--- config.mk ---
export PLATFORM = sky130hd
export DESIGN_NAME = mul_unit
export DESIGN_NICKNAME = d
export VERILOG_FILES = /design/src/rtl/mul_unit.sv
export SDC_FILE = /design/constraint.sdc
export NUM_CORES = 1
export LEC_CHECK = 0
export CAP_MARGIN = 20
export CORE_UTILIZATION = 58
export DETAILED_ROUTE_END_ITERATION = 16
export PLACE_DENSITY = 0.86
export SLEW_MARGIN = 10
export SYNTH_ARGS = -nofsm -noshare
export SYNTH_HDL_FRONTEND = slang
export SYNTH_SLANG_ARGS = --single-unit
--- constraint.sdc ---
create_clock -name clk -period 4.5 [get_ports clk]
set_input_delay 0.9 -clock clk [delete_from_list [all_inputs] [get_ports clk]]
set_output_delay 0.9 -clock clk [all_outputs]
set_load 0.01 [all_outputs]
--- src/rtl/mul_unit.sv ---
// mul_unit: multi-cycle RV32M multiplier (MUL/MULH/MULHSU/MULHU) for the EX stage.
// Radix-2 shift-add over unsigned magnitudes, sign fixed up in a final step.
// Fixed latency: done pulses XLEN+1 edges after the accepting edge.
//
// Ports:
//   clk     clock, all state on posedge
//   rst_n   asynchronous active-low reset
//   start   request, sampled only in IDLE
//   mulctl  op select: 00 MUL, 01 MULH, 10 MULHSU, 11 MULHU
//   a, b    rs1 / rs2 operands, sampled on the accepting edge
//   res     registered result, held until the next SIGN step
//   done    one-cycle pulse, res valid while high
//   busy    high whenever not in IDLE
module mul_unit #(
    parameter int XLEN = 32
) (
    input  logic            clk,
    input  logic            rst_n,
    input  logic            start,
    input  logic [1:0]      mulctl,
    input  logic [XLEN-1:0] a,
    input  logic [XLEN-1:0] b,
    output logic [XLEN-1:0] res,
    output logic            done,
    output logic            busy
);
    localparam int CW = $clog2(XLEN) + 1;

    typedef enum logic [1:0] {IDLE, CALC, SIGN, DONE} state_t;

    state_t              state, state_nx;
    logic [1:0]          op;
    logic                neg;
    logic [XLEN-1:0]     mcand;
    logic [2*XLEN-1:0]   prod;   // upper half accumulates, lower half holds the multiplier
    logic [CW-1:0]       cnt;

    logic                sa, sb;
    logic [XLEN-1:0]     a_mag, b_mag;
    logic [XLEN:0]       sum;
    logic [2*XLEN-1:0]   prod_step, prod_fin;

    // Operand signedness: rs1 signed for MULH/MULHSU, rs2 signed for MULH only.
    // MUL takes the unsigned path since its low half is sign-agnostic.
    assign sa    = ((mulctl == 2'b01) || (mulctl == 2'b10)) && a[XLEN-1];
    assign sb    = (mulctl == 2'b01) && b[XLEN-1];
    assign a_mag = sa ? -a : a;
    assign b_mag = sb ? -b : b;

    // Add into the upper half keeping the carry, then shift the whole product right.
    assign sum       = {1'b0, prod[2*XLEN-1:XLEN]} + (prod[0] ? {1'b0, mcand} : '0);
    assign prod_step = {sum, prod[XLEN-1:1]};
    assign prod_fin  = neg ? -prod : prod;

    assign busy = (state != IDLE);

    always_comb begin
        state_nx = state;
        case (state)
            IDLE:    if (start) state_nx = CALC;
            CALC:    if (cnt == CW'(XLEN - 1)) state_nx = SIGN;
            SIGN:    state_nx = DONE;
            DONE:    state_nx = IDLE;
            default: state_nx = IDLE;
        endcase
    end

    always_ff @(posedge clk or negedge rst_n) begin
        if (!rst_n) state <= IDLE;
        else        state <= state_nx;
    end

    always_ff @(posedge clk or negedge rst_n) begin
        if (!rst_n) begin
            op    <= '0;
            neg   <= 1'b0;
            mcand <= '0;
            prod  <= '0;
            cnt   <= '0;
            res   <= '0;
            done  <= 1'b0;
        end else begin
            case (state)
                IDLE: begin
                    if (start) begin
                        op    <= mulctl;
                        neg   <= sa ^ sb;
                        mcand <= a_mag;
                        prod  <= {{XLEN{1'b0}}, b_mag};
                        cnt   <= '0;
                    end
                end
                CALC: begin
                    prod <= prod_step;
                    cnt  <= cnt + CW'(1);
                end
                SIGN: begin
                    res  <= (op == 2'b00) ? prod_fin[XLEN-1:0] : prod_fin[2*XLEN-1:XLEN];
                    done <= 1'b1;
                end
                DONE: done <= 1'b0;
                default: done <= 1'b0;
            endcase
        end
    end
endmodule

# Word-level counts from Yosys, hierarchy flattened
# Cells that the tools add are included.
[totals] inputBits=69 output_inout_bits=34 reg_bits=140 wordCells=46
[op_classes] addsub=5 muxes=13 reduce_logical=11 n_eq_ne=8 bitwise_logic=1
[ops] op="two-way mux 32 bit" n=4
[ops] op="two-way mux 64 bit" n=2
[ops] op="one-hot mux 64 bit (2 select lines)" n=1
[ops] op="negation 32 bit" n=2
[ops] op="negation 64 bit" n=1
[ops] op="adder 32 x 32 -> 33 bit" n=1
[ops] op="one-hot mux 6 bit (2 select lines)" n=1
[ops] op="one-hot mux 2 bit (4 select lines)" n=1
[ops] op="adder 6 x 1 -> 6 bit (second input constant)" n=1
[ops] op="== test 2 bit (second input constant)" n=3
[ops] op="== test 6 x 5 -> 1 bit (second input constant)" n=1
[ops] op="two-way mux 6 bit" n=1
[ops] op="AND reduction 2 bit" n=3
[ops] op="nonzero test 2 bit" n=3
[ops] op="== test 2 x 1 -> 1 bit (second input constant)" n=2
[ops] op="zero test 2 bit" n=2
[ops] op="two-way mux 2 bit" n=2
[ops] op="!= test 2 bit (second input constant)" n=2
[ops] op="logical AND 1 bit" n=2
[ops] op="one-hot mux 1 bit (2 select lines)" n=1
[ops] op="logical OR 1 bit" n=1
[ops] op="XOR 1 bit" n=1

# Logic depth before layout (Yosys ltp)
# Gate-level depths: netlist of the first run.
[depth] depth_word=5 mapped_depth=14

# Least setup slack after synthesis of the first run
# Ideal clock, no wire load.
[synth_path] path_type="input-to-reg" startpoint="input b[11]" endpoint="register prod[25]" setup_time_ns=0.104 path_stages=7 arrival_ns=2.909 t_required_ns=4.396 path_slack_ns=1.487 path_cell_list="or4_1 -> or4_1 -> nor3_1 -> and2_1 -> a21oi_1 -> xnor2_1 -> a221oi_1"
[synth_via] elab_chain_len=4
[synth_rtl] item="from (decl)" line="22" source="input logic [XLEN-1:0] b,"
[synth_rtl] item="negation 32 bit" line="48" source="assign b_mag = sb ? -b : b;"
[synth_rtl] item="two-way mux 32 bit" line="48"
[synth_rtl] item="two-way mux 64 bit" line="85" source="if (start) begin"
[synth_rtl] item="one-hot mux 64 bit (2 select lines)" line="83" source="case (state)"
[synth_rtl] item="to (signal assigned)" line="89" source="prod <= {{XLEN{1'b0}}, b_mag};"
[synth_rtl] item="to (signal assigned)" line="94" source="prod <= prod_step;"
[synth_rtl] item="to (decl)" line="35" source="logic [2*XLEN-1:0] prod;"
# Every way passes these cells. The select of a mux whose other input is x is not followed.
# A chain may end at the register's enable or synchronous reset.

# Worst setup path in the final report of the first run
[layout_path] startpoint="register prod[0]" endpoint="register prod[61]"
[layout_via] elab_chain_len=3
[layout_rtl] item="two-way mux 32 bit" line="51" source="assign sum = {1'b0, prod[2*XLEN-1:XLEN]} + (prod[0] ? {1'b0, mcand} : '0);"
[layout_rtl] item="adder 32 x 32 -> 33 bit" line="51"
[layout_rtl] item="one-hot mux 64 bit (2 select lines)" line="83"
# Every way passes these cells.

==> impl_metrics.yaml, run 1 <==
placed_design:
  pre_cts_ws_ps: 615.4
  port_buffers: 102
  gp_congestion: 0.9306
  dp.final_hpwl_um: 20460
floorplanning:
  initial_utilization_pct: 59.78
  rows: 48
  die-area_sq_um: 18430
  ios: 103
  die_width_um: 135.7
  core_sq_um: 17360
  die_h_um: 135.7
routing:
  wl_met3_um: 1792
  vias: 9896
  routed-wl-met2_um: 13230
  drt_pass1_iterations: 8
  routedWlPerCell_um: 17.95
  vias_per_cell: 6.340
  drtIter0Drc: 824
  post-route-drc-count: 0
  dr.max_layer_used: "met4"
  wl_met1_um: 11980
  drt.antenna.violating_nets: 0
  finalWirelength_um: 28010
clock_network:
  cts.sinks: 140
  cts-root-buf: "clkbuf_16"
  cts_hold_buf: 0
  cts_resized: 0
  max-clock-path-buffers: 2
  clk_latency_ps: 430
  cts_setup_buffers: 0
  cts_buffers: 17
  cts_max_level: 4
  path_clk_slew_ps: 60
  cts_tree: "built"
setup_path:
  worstPathArrival_ps: 4040
  start_kind: "flip-flop"
  r2r_slack_ps: 830
  end_kind: "flip-flop"
  rr_worst_depth: 12
  r2r-start: "prod[0]"
  critPathRequiredTime_ps: 4870
  reg2reg_to: "prod[61]"
  worst-setup-path-type: "reg2reg"
  path_max_fanout: 14
yosys:
  seq_area_frac_synth_pct: 33.77
  synth_flop_cell: "dfrtp_1"
  postSynthAreaPerCell_sq_um: 8.260
  ys_ff_latch: 140
  postSynth.asyncResetShare_pct: 100.0
  synth_commonest_cells: "142 x o21ai_0, 140 x dfrtp_1, 137 x nand2_1"
  synthesis.nets: 1367
  synth_edf_count: 0
  yosysMostFrequentCell: "o21ai_0"
  synth_cell_type_count: 70
  ys_warn_count: 0
  synth.largest_area_cell: "dfrtp_1"
  synth_area_sq_um: 10370
  synth_top_cell_area_share_pct: 33.77
  synthCells: 1256
  ys_top_cells_by_area: "dfrtp_1 34%, o21ai_0 6.8%, xor2_1 5.8%"
sta:
  finalHoldViolCount: 0
  hold_ws_ps: 471.0
  tns_ps: 0
  relSlewSlack_pct: 41.03
  finalCritPeriodShare_pct: 81.64
  worst_slew_pin_slew_ps: 884.6
  fmax_ghz: 0.2722
  slew_violations: 0
  setup_ws_ps: 826.3
  worst_clock_skew_ps: 7.550
  period_minus_slack_ps: 3674
  setup_viol: 0
  rsz0062_at_grt: "false"
grt:
  grt_use_total_pct: 31.82
  grt_pass1_vias: 9282
  overflow: 0
  grt_antenna_before_repair: 0
  grt_start_max_net_pins: 96
  grt_pass1_wl_um: 46220
power_and_ir_drop:
  peakVddDrop_mv: 0.3804
  finalPower_w: 0.007857
  leakagePower_nw: 5.086
  power.density_nw_per_um2: 646.1
final_layout:
  post-route-util_pct: 70.06
  layout.nets: 1434
  n_antenna_cell: 0
  area_growth_pct: 17.21
  final_layout_size_suffix_gt1_share_pct: 5.763
  nFillCells: 1347
worst_hold_path:
  hold_path_depth: 2
  min_from: "mcand[16]"
  hold-path-endpoint: "mcand[16]"
  hp-class: "reg2reg"
run_status:
  outcome: "finished, final reports clean"
run:
  max-cap-violations: 0
==> area by class of cell <==
type,instances,area [sq um],area share [%]
clock inverters,10,136.4,1.122
flip-flops and latches,140,3505,28.82
inverters,41,153.9,1.266
repair buffers,115,1120,9.209
clock buffers,22,494.2,4.064
multi-input cells,1008,6470,53.21
well taps,225,281.5,2.315
==> cells in the final DEF, fill, tap and decap left out, types with 40 or more instances in the layout <==
cell,instances
clkdlybuf4s50_1,101
inv_1,41
nand2_1,136
dfrtp_1,139
o21ai_0,142
xnor2_1,68
a21oi_1,93
ha_1,40
nor2_1,82
xor2_1,69
==> through the flow <==
stage	cells	cell area (sq um)
2_1_floorplan	1256	10380
3_3_place_gp	1529	11530
3_5_place_dp	1529	11530
4_1_cts	1561	12160
5_1_grt	1561	12160
6_report	1561	12160
==> power by group <==
part	total (W)	switching [W]	internal (W)
combinational	0.00390	0.00226	0.00164
clock	0.00148	0.000541	0.000942
sequential	0.00248	0.000672	0.00180
total	0.00786	0.00347	0.00438
==> worst max-delay path: stages (launching register included) <==
cell	delay, ps
dfrtp_1	630
and2_1	250
ha_1	220
inv_1	70
fa_1	410
nor2b_1	170
o211ai_1	160
a21oi_1	270
o21ai_0	260
o221ai_1	380
a21oi_1	190
or4_1	500
nand3_1	90
==> how the worst max path moves through the flow <==
stage	slack [ps]	from	end	cells past startpoint
floorplan	1490	b[11]	prod[25]	7
global placement	750	a[4]	mcand[28]	9
detailed placement	620	a[4]	mcand[30]	9
CTS	940	prod[0]	prod[61]	12
global route	640	prod[0]	prod[61]	12
finish	830	prod[0]	prod[61]	12
==> sequential cells by signal (all words and copies together) (netlist names) <==
register / flops
cnt: 6
prod: 64
neg: 1
op: 2
done: 1
mcand: 32
res: 32
state: 2
==> metal layers <==
layer	vias up	global-route usage, %
met5	-	0
met4	0	13.55
met3	92	4.602
met2	450	51.36
met1	4713	42.51
li1	4641	-
==> cells by family after synthesis <==
group                    synth area share (%)
buffers and inverters                   4.028
XOR/XNOR                                11.57
AND/OR/NAND/NOR                         20.77
flip-flops                              33.77
multiplexers                            1.327
AO/OA/AOI/OAI                           23.41
adder cells (fa/ha/maj)                 5.137
(Power assumes the default switching activity.)
==> run 2: changes to the inputs <==
==> constraint.sdc (replaced) <==
create_clock -name clk -period 3.4 [get_ports clk]
set_input_delay 0.68 -clock clk [delete_from_list [all_inputs] [get_ports clk]]
set_output_delay 0.68 -clock clk [all_outputs]
set_load 0.01 [all_outputs]
==> run 2 against run 1 <==
Cell count up 1.5%. Largest power group unchanged. Flip-flop and latch count unchanged. Critical path depth unchanged. Sequential power up 32%. Critical path type unchanged.
==> impl_metrics.yaml, run 2 (synthesis gave the netlist of run 1 again) <==
run_status:
  outcome: "finished, final reports clean"
setup_path:
  start_kind: "flip-flop"
  critPathRequiredTime_ps: 3770
  path_cells: "and2_1 > ha_1 > inv_1 > fa_1 > nor2b_1 > o211ai_1 > a21oi_1 > o2111ai_1 > a21oi_1 > o221ai_1 > a311oi_1 > a221o_1"
  path_max_fanout: 7
  r2r-start: "prod[0]"
  end_kind: "flip-flop"
  slowest_stage: "dfrtp_2"
  worstPathArrival_ps: 3660
  critPathMaxStageDelay_ps: 470
  worst-setup-path-type: "reg2reg"
  crit_start: "prod[0]"
  critPathMostFrequentCell: "a21oi_1"
clock_network:
  cts_setup_buffers: 0
  cts_buffers: 17
  cts-root-buf: "clkbuf_16"
  max-clock-path-buffers: 2
  cts_tree: "built"
  cts_max_level: 4
  cts.sinks: 140
  path_clk_slew_ps: 70
  clk_latency_ps: 430
power_and_ir_drop:
  combPwrFrac_pct: 50.7
  switching_share_pct: 44.86
  cell_internal_pwr_w: 0.005752
  leakagePower_nw: 5.182
  power.density_nw_per_um2: 846.6
  peakVddDrop_mv: 0.6481
  seq_power_share_pct: 31.4
  finalPower_w: 0.01043
  clockPowerShare_pct: 17.9
  p_sw_w: 0.004680
placed_design:
  port_buffers: 102
  gp_congestion: 0.9562
  dpl.cell_count: 1553
  dp.final_hpwl_um: 21070
grt:
  grt_antenna_before_repair: 0
  grt_pass1_vias: 9297
  grt_pass1_wl_um: 46400
  grt_use_total_pct: 31.92
  overflow: 0
  grt_start_max_net_pins: 71
floorplanning:
  initial_utilization_pct: 59.78
  die-area_sq_um: 18430
  core_sq_um: 17360
  rows: 48
  ios: 103
  die_h_um: 135.7
  die_width_um: 135.7
sta:
  period_minus_slack_ps: 3286
  setup_viol: 0
  finalCritPeriodShare_pct: 96.66
  fmax_ghz: 0.3043
  finalHoldViolCount: 0
  relSlewSlack_pct: 35.52
  worst_slew_pin_slew_ps: 967.3
  rsz0062_at_grt: "false"
  slew_violations: 0
  worst_clock_skew_ps: 10.41
  tns_ps: 0
worst_hold_path:
  hp-class: "in2async"
final_layout:
  top_register: "prod"
  final_cell_mix: "142 x o21ai_0, 138 x dfrtp_1, 136 x nand2_1"
  final_layout_size_suffix_gt1_share_pct: 7.426
  largest_register_ffs: 64
  nFillCells: 1327
  layout_commonest_cell: "o21ai_0"
  layout.nets: 1458
  final-instance-count-excl-fill: 1585
  reg_top3: "prod (64), mcand (32), res (32)"
  n_antenna_cell: 0
  area_growth_pct: 18.76
routing:
  drtIter0Drc: 898
  finalWirelength_um: 28340
  vias: 10030
  routedWlPerCell_um: 17.88
  drt_pass1_iterations: 5
  vias_per_cell: 6.326
  post-route-drc-count: 0
  drt.antenna.violating_nets: 0
run:
  max-cap-violations: 0
[run 2: stage by stage]
step	setup WS, ps	util, %	hold WS [ps]	instance area, sq um
after floorplan	391.7	-	384.4	10380
after CTS	127.4	70.98	287.3	12320
after detailed placement	-3.663	67.61	464.8	11740
final	113.5	70.99	250.6	12320
after global routing	50.05	70.99	316.6	12320
after global placement	31.85	67.61	455.7	11740
[run 2: worst max-delay path, delay by kind of cell, from the launching register on]
| family | cells | cell delay [ps] |
|---|---|---|
| AOI/OAI and AO/OA | 7 | 1760 |
| adders and majority gates | 2 | 600 |
| DFF | 1 | 470 |
| and+or+nand+nor | 2 | 340 |
| buffers and inverters | 1 | 70 |
[run 2: final cells by class]
cell class	instances	area (sq um)	share of cell area, %
clock buffers	19	442.9	3.595
repair buffers	139	1325	10.75
well taps	225	281.5	2.285
flip-flops and latches	140	3506	28.45
clock inverters	13	142.6	1.158
inverters	41	153.9	1.249
multi-input cells	1008	6470	52.51
[run 2: per-layer routing]
metal | routed length (um) | global-route usage [%] | up-vias
li1 | - | - | 4709
met1 | 12140 | 42.01 | 4812
met2 | 13390 | 51.39 | 436
met3 | 1985 | 6.510 | 69
met4 | 826 | 12.42 | 0
met5 | 0 | 0 | -
[run 2: path summary, 6_finish.rpt]
check	cells past startpoint	end	slack (ps)
setup reg to reg	12	prod[63]	110
hold / removal	1	prod[39]	250
max in group asynchronous	2	mcand[25]	2260
min in group clk	2	mcand[14]	480
setup / recovery	12	prod[63]	110
hold reg to reg	2	mcand[14]	480
[run 2: power by group through the flow]
stage / logic [W] / registers [W] / clock network, W
4_1_cts: 0.00523 / 0.00324 / 0.00187
5_1_grt: 0.00586 / 0.00335 / 0.00194
3_5_place_dp: 0.00517 / 0.00326 / 0
3_3_place_gp: 0.00499 / 0.00323 / 0
2_1_floorplan: 0.00368 / 0.00296 / 0
6_report: 0.00529 / 0.00328 / 0.00186
[run 2: timing repair]
action	4_1_cts	5_1_grt
hold buffers	0	0
endpoints found under the setup margin	0	3
gates resized for setup	0	1
==> run 3: changes to the inputs <==
--- a/config.mk
+++ b/config.mk
@@ -6,7 +6,9 @@
 export NUM_CORES = 1
 export LEC_CHECK = 0
 export CAP_MARGIN = 20
+export CORE_MARGIN = 2
 export CORE_UTILIZATION = 58
+export CTS_CLUSTER_SIZE = 8
 export DETAILED_ROUTE_END_ITERATION = 16
 export PLACE_DENSITY = 0.86
 export SLEW_MARGIN = 10
==> run 3 against run 2 <==
Largest power group unchanged. Flip-flop and latch count unchanged. Non-clock buffer count shrank 5. Worst setup slack improved by 100 ps. Clock power about the same. Sequential power hardly changed. Critical path depth stayed put. Combinational power rose by 0.8%. Global-route usage rose by 0.50 points. Die area increased by 3.0%. Largest cell class unchanged.
==> impl_metrics.yaml, run 3 (synthesis gave the netlist of run 1 again) <==
run_status:
  outcome: "finished, final reports clean"
run:
  max-cap-violations: 0
floorplanning:
  die_h_um: 137.7
  die-area_sq_um: 18970
  rows: 48
  core_sq_um: 17420
  die_width_um: 137.7
  initial_utilization_pct: 59.57
  ios: 103
setup_path:
  crit_family: "compound AO/OA/AOI/OAI gates"
  worstPathArrival_ps: 3560
  critPathMaxStageDelay_ps: 490
  end_kind: "flip-flop"
  path_max_fanout: 4
  path_cells: "and2_1 > ha_1 > inv_1 > fa_1 > nor2b_1 > o211ai_1 > a21oi_1 > o21ai_0 > o221ai_1 > a21oi_1 > or4_1 > nand3_1"
  worst-setup-path-type: "reg2reg"
  critPathRequiredTime_ps: 3780
  slowest_stage: "or4_1"
  critPathMostFrequentCell: "a21oi_1"
  path_buf_inv: 1
  start_kind: "flip-flop"
clock_network:
  clk_latency_ps: 440
  cts_max_level: 4
  max-clock-path-buffers: 2
  cts_tree: "built"
  cts-root-buf: "clkbuf_16"
  cts_resized: 0
  cts.sinks: 140
  cts_buffers: 17
  path_clk_slew_ps: 60
  cts_setup_buffers: 0
  cts_hold_buf: 0
sta:
  finalHoldViolCount: 0
  fmax_ghz: 0.3139
  rsz0062_at_grt: "false"
  worst_slew_pin_slew_ps: 967.9
  relSlewSlack_pct: 35.48
  finalCritPeriodShare_pct: 93.69
  hold_ws_ps: 237.1
  worst_clock_skew_ps: 9.746
  setup_viol: 0
  slew_violations: 0
  period_minus_slack_ps: 3185
grt:
  grt_pass1_wl_um: 48330
  grt_start_max_net_pins: 70
  grt_pass1_vias: 9730
  overflow: 0
  grt_use_total_pct: 32.42
  grt_antenna_before_repair: 0
final_layout:
  final_layout_size_suffix_gt1_share_pct: 7.085
  reg_top3: "prod (64), mcand (32), res (32)"
  layout.nets: 1453
  post-route-util_pct: 70.53
  layout_commonest_cell: "o21ai_0"
  area_growth_pct: 18.40
  top_register: "prod"
  largest_register_ffs: 64
  n_antenna_cell: 0
  final-instance-count-excl-fill: 1580
  final_cell_mix: "142 x o21ai_0, 139 x dfrtp_1, 136 x nand2_1"
  fin_area_sq_um: 12280
routing:
  drt_pass1_iterations: 6
  post-route-drc-count: 0
  drtIter0Drc: 1068
  vias: 9947
  finalWirelength_um: 29210
  routedWlPerCell_um: 18.49
  vias_per_cell: 6.296
  drt.antenna.violating_nets: 0
power_and_ir_drop:
  power.density_nw_per_um2: 849.7
  leakagePower_nw: 5.174
  peakVddDrop_mv: 0.6590
placed_design:
  placed_area_sq_um: 11710
  dpl.cell_count: 1548
  gp_congestion: 0.9375
  dp.final_hpwl_um: 21610
  port_buffers: 102
worst_hold_path:
  hp-class: "in2async"
[run 3: metrics by stage]
step | setup WS, ps | TNS (ps) | power [W]
6_report | 214.6 | 0 | 0.01044
5_1_grt | 17.89 | 0 | 0.01117
4_1_cts | 252.0 | 0 | 0.01035
3_5_place_dp | -16.56 | -19.55 | 0.008453
3_3_place_gp | 34.51 | 0 | 0.008225
2_1_floorplan | 391.7 | 0 | 0.006639
[run 3: where the power goes]
| group | switching, W | internal (W) | leakage, nW |
|---|---|---|---|
| registers | 0.000880 | 0.00239 | 1.76 |
| clock network | 0.000800 | 0.00104 | 0.281 |
| logic | 0.00307 | 0.00226 | 3.13 |
| total | 0.00475 | 0.00569 | 5.17 |
[run 3: path summary, 6_finish.rpt]
kind / from / endpoint / slack (ps) / depth (start not counted)
setup / recovery: prod[0] / prod[61] / 210 / 12
hold / removal: rst_n / prod[38] / 240 / 1
setup reg to reg: prod[0] / prod[61] / 210 / 12
hold reg to reg: mcand[15] / mcand[15] / 480 / 2
max in group asynchronous: rst_n / mcand[24] / 2350 / 2
min in group clk: mcand[15] / mcand[15] / 480 / 2
[run 3: layer usage]
metal | share of wire (%) | vias to the layer above | GRT usage, % | wire length (um)
met5 | 0 | - | 0 | 0
met4 | 3.4 | 0 | 12.59 | 998
met3 | 7.7 | 89 | 6.696 | 2263
met2 | 47 | 455 | 53.12 | 13760
met1 | 42 | 4721 | 42.23 | 12180
li1 | - | 4682 | - | -
[run 3: area by class of cell]
class | instances | area [sq um]
sequential | 140 | 3505
inverter | 41 | 153.9
multi-input combinational | 1008 | 6470
clock inverter | 14 | 135.1
tap | 225 | 281.5
fill | 1368 | 5132
clock buffer | 18 | 439.2
timing repair buffer | 134 | 1300
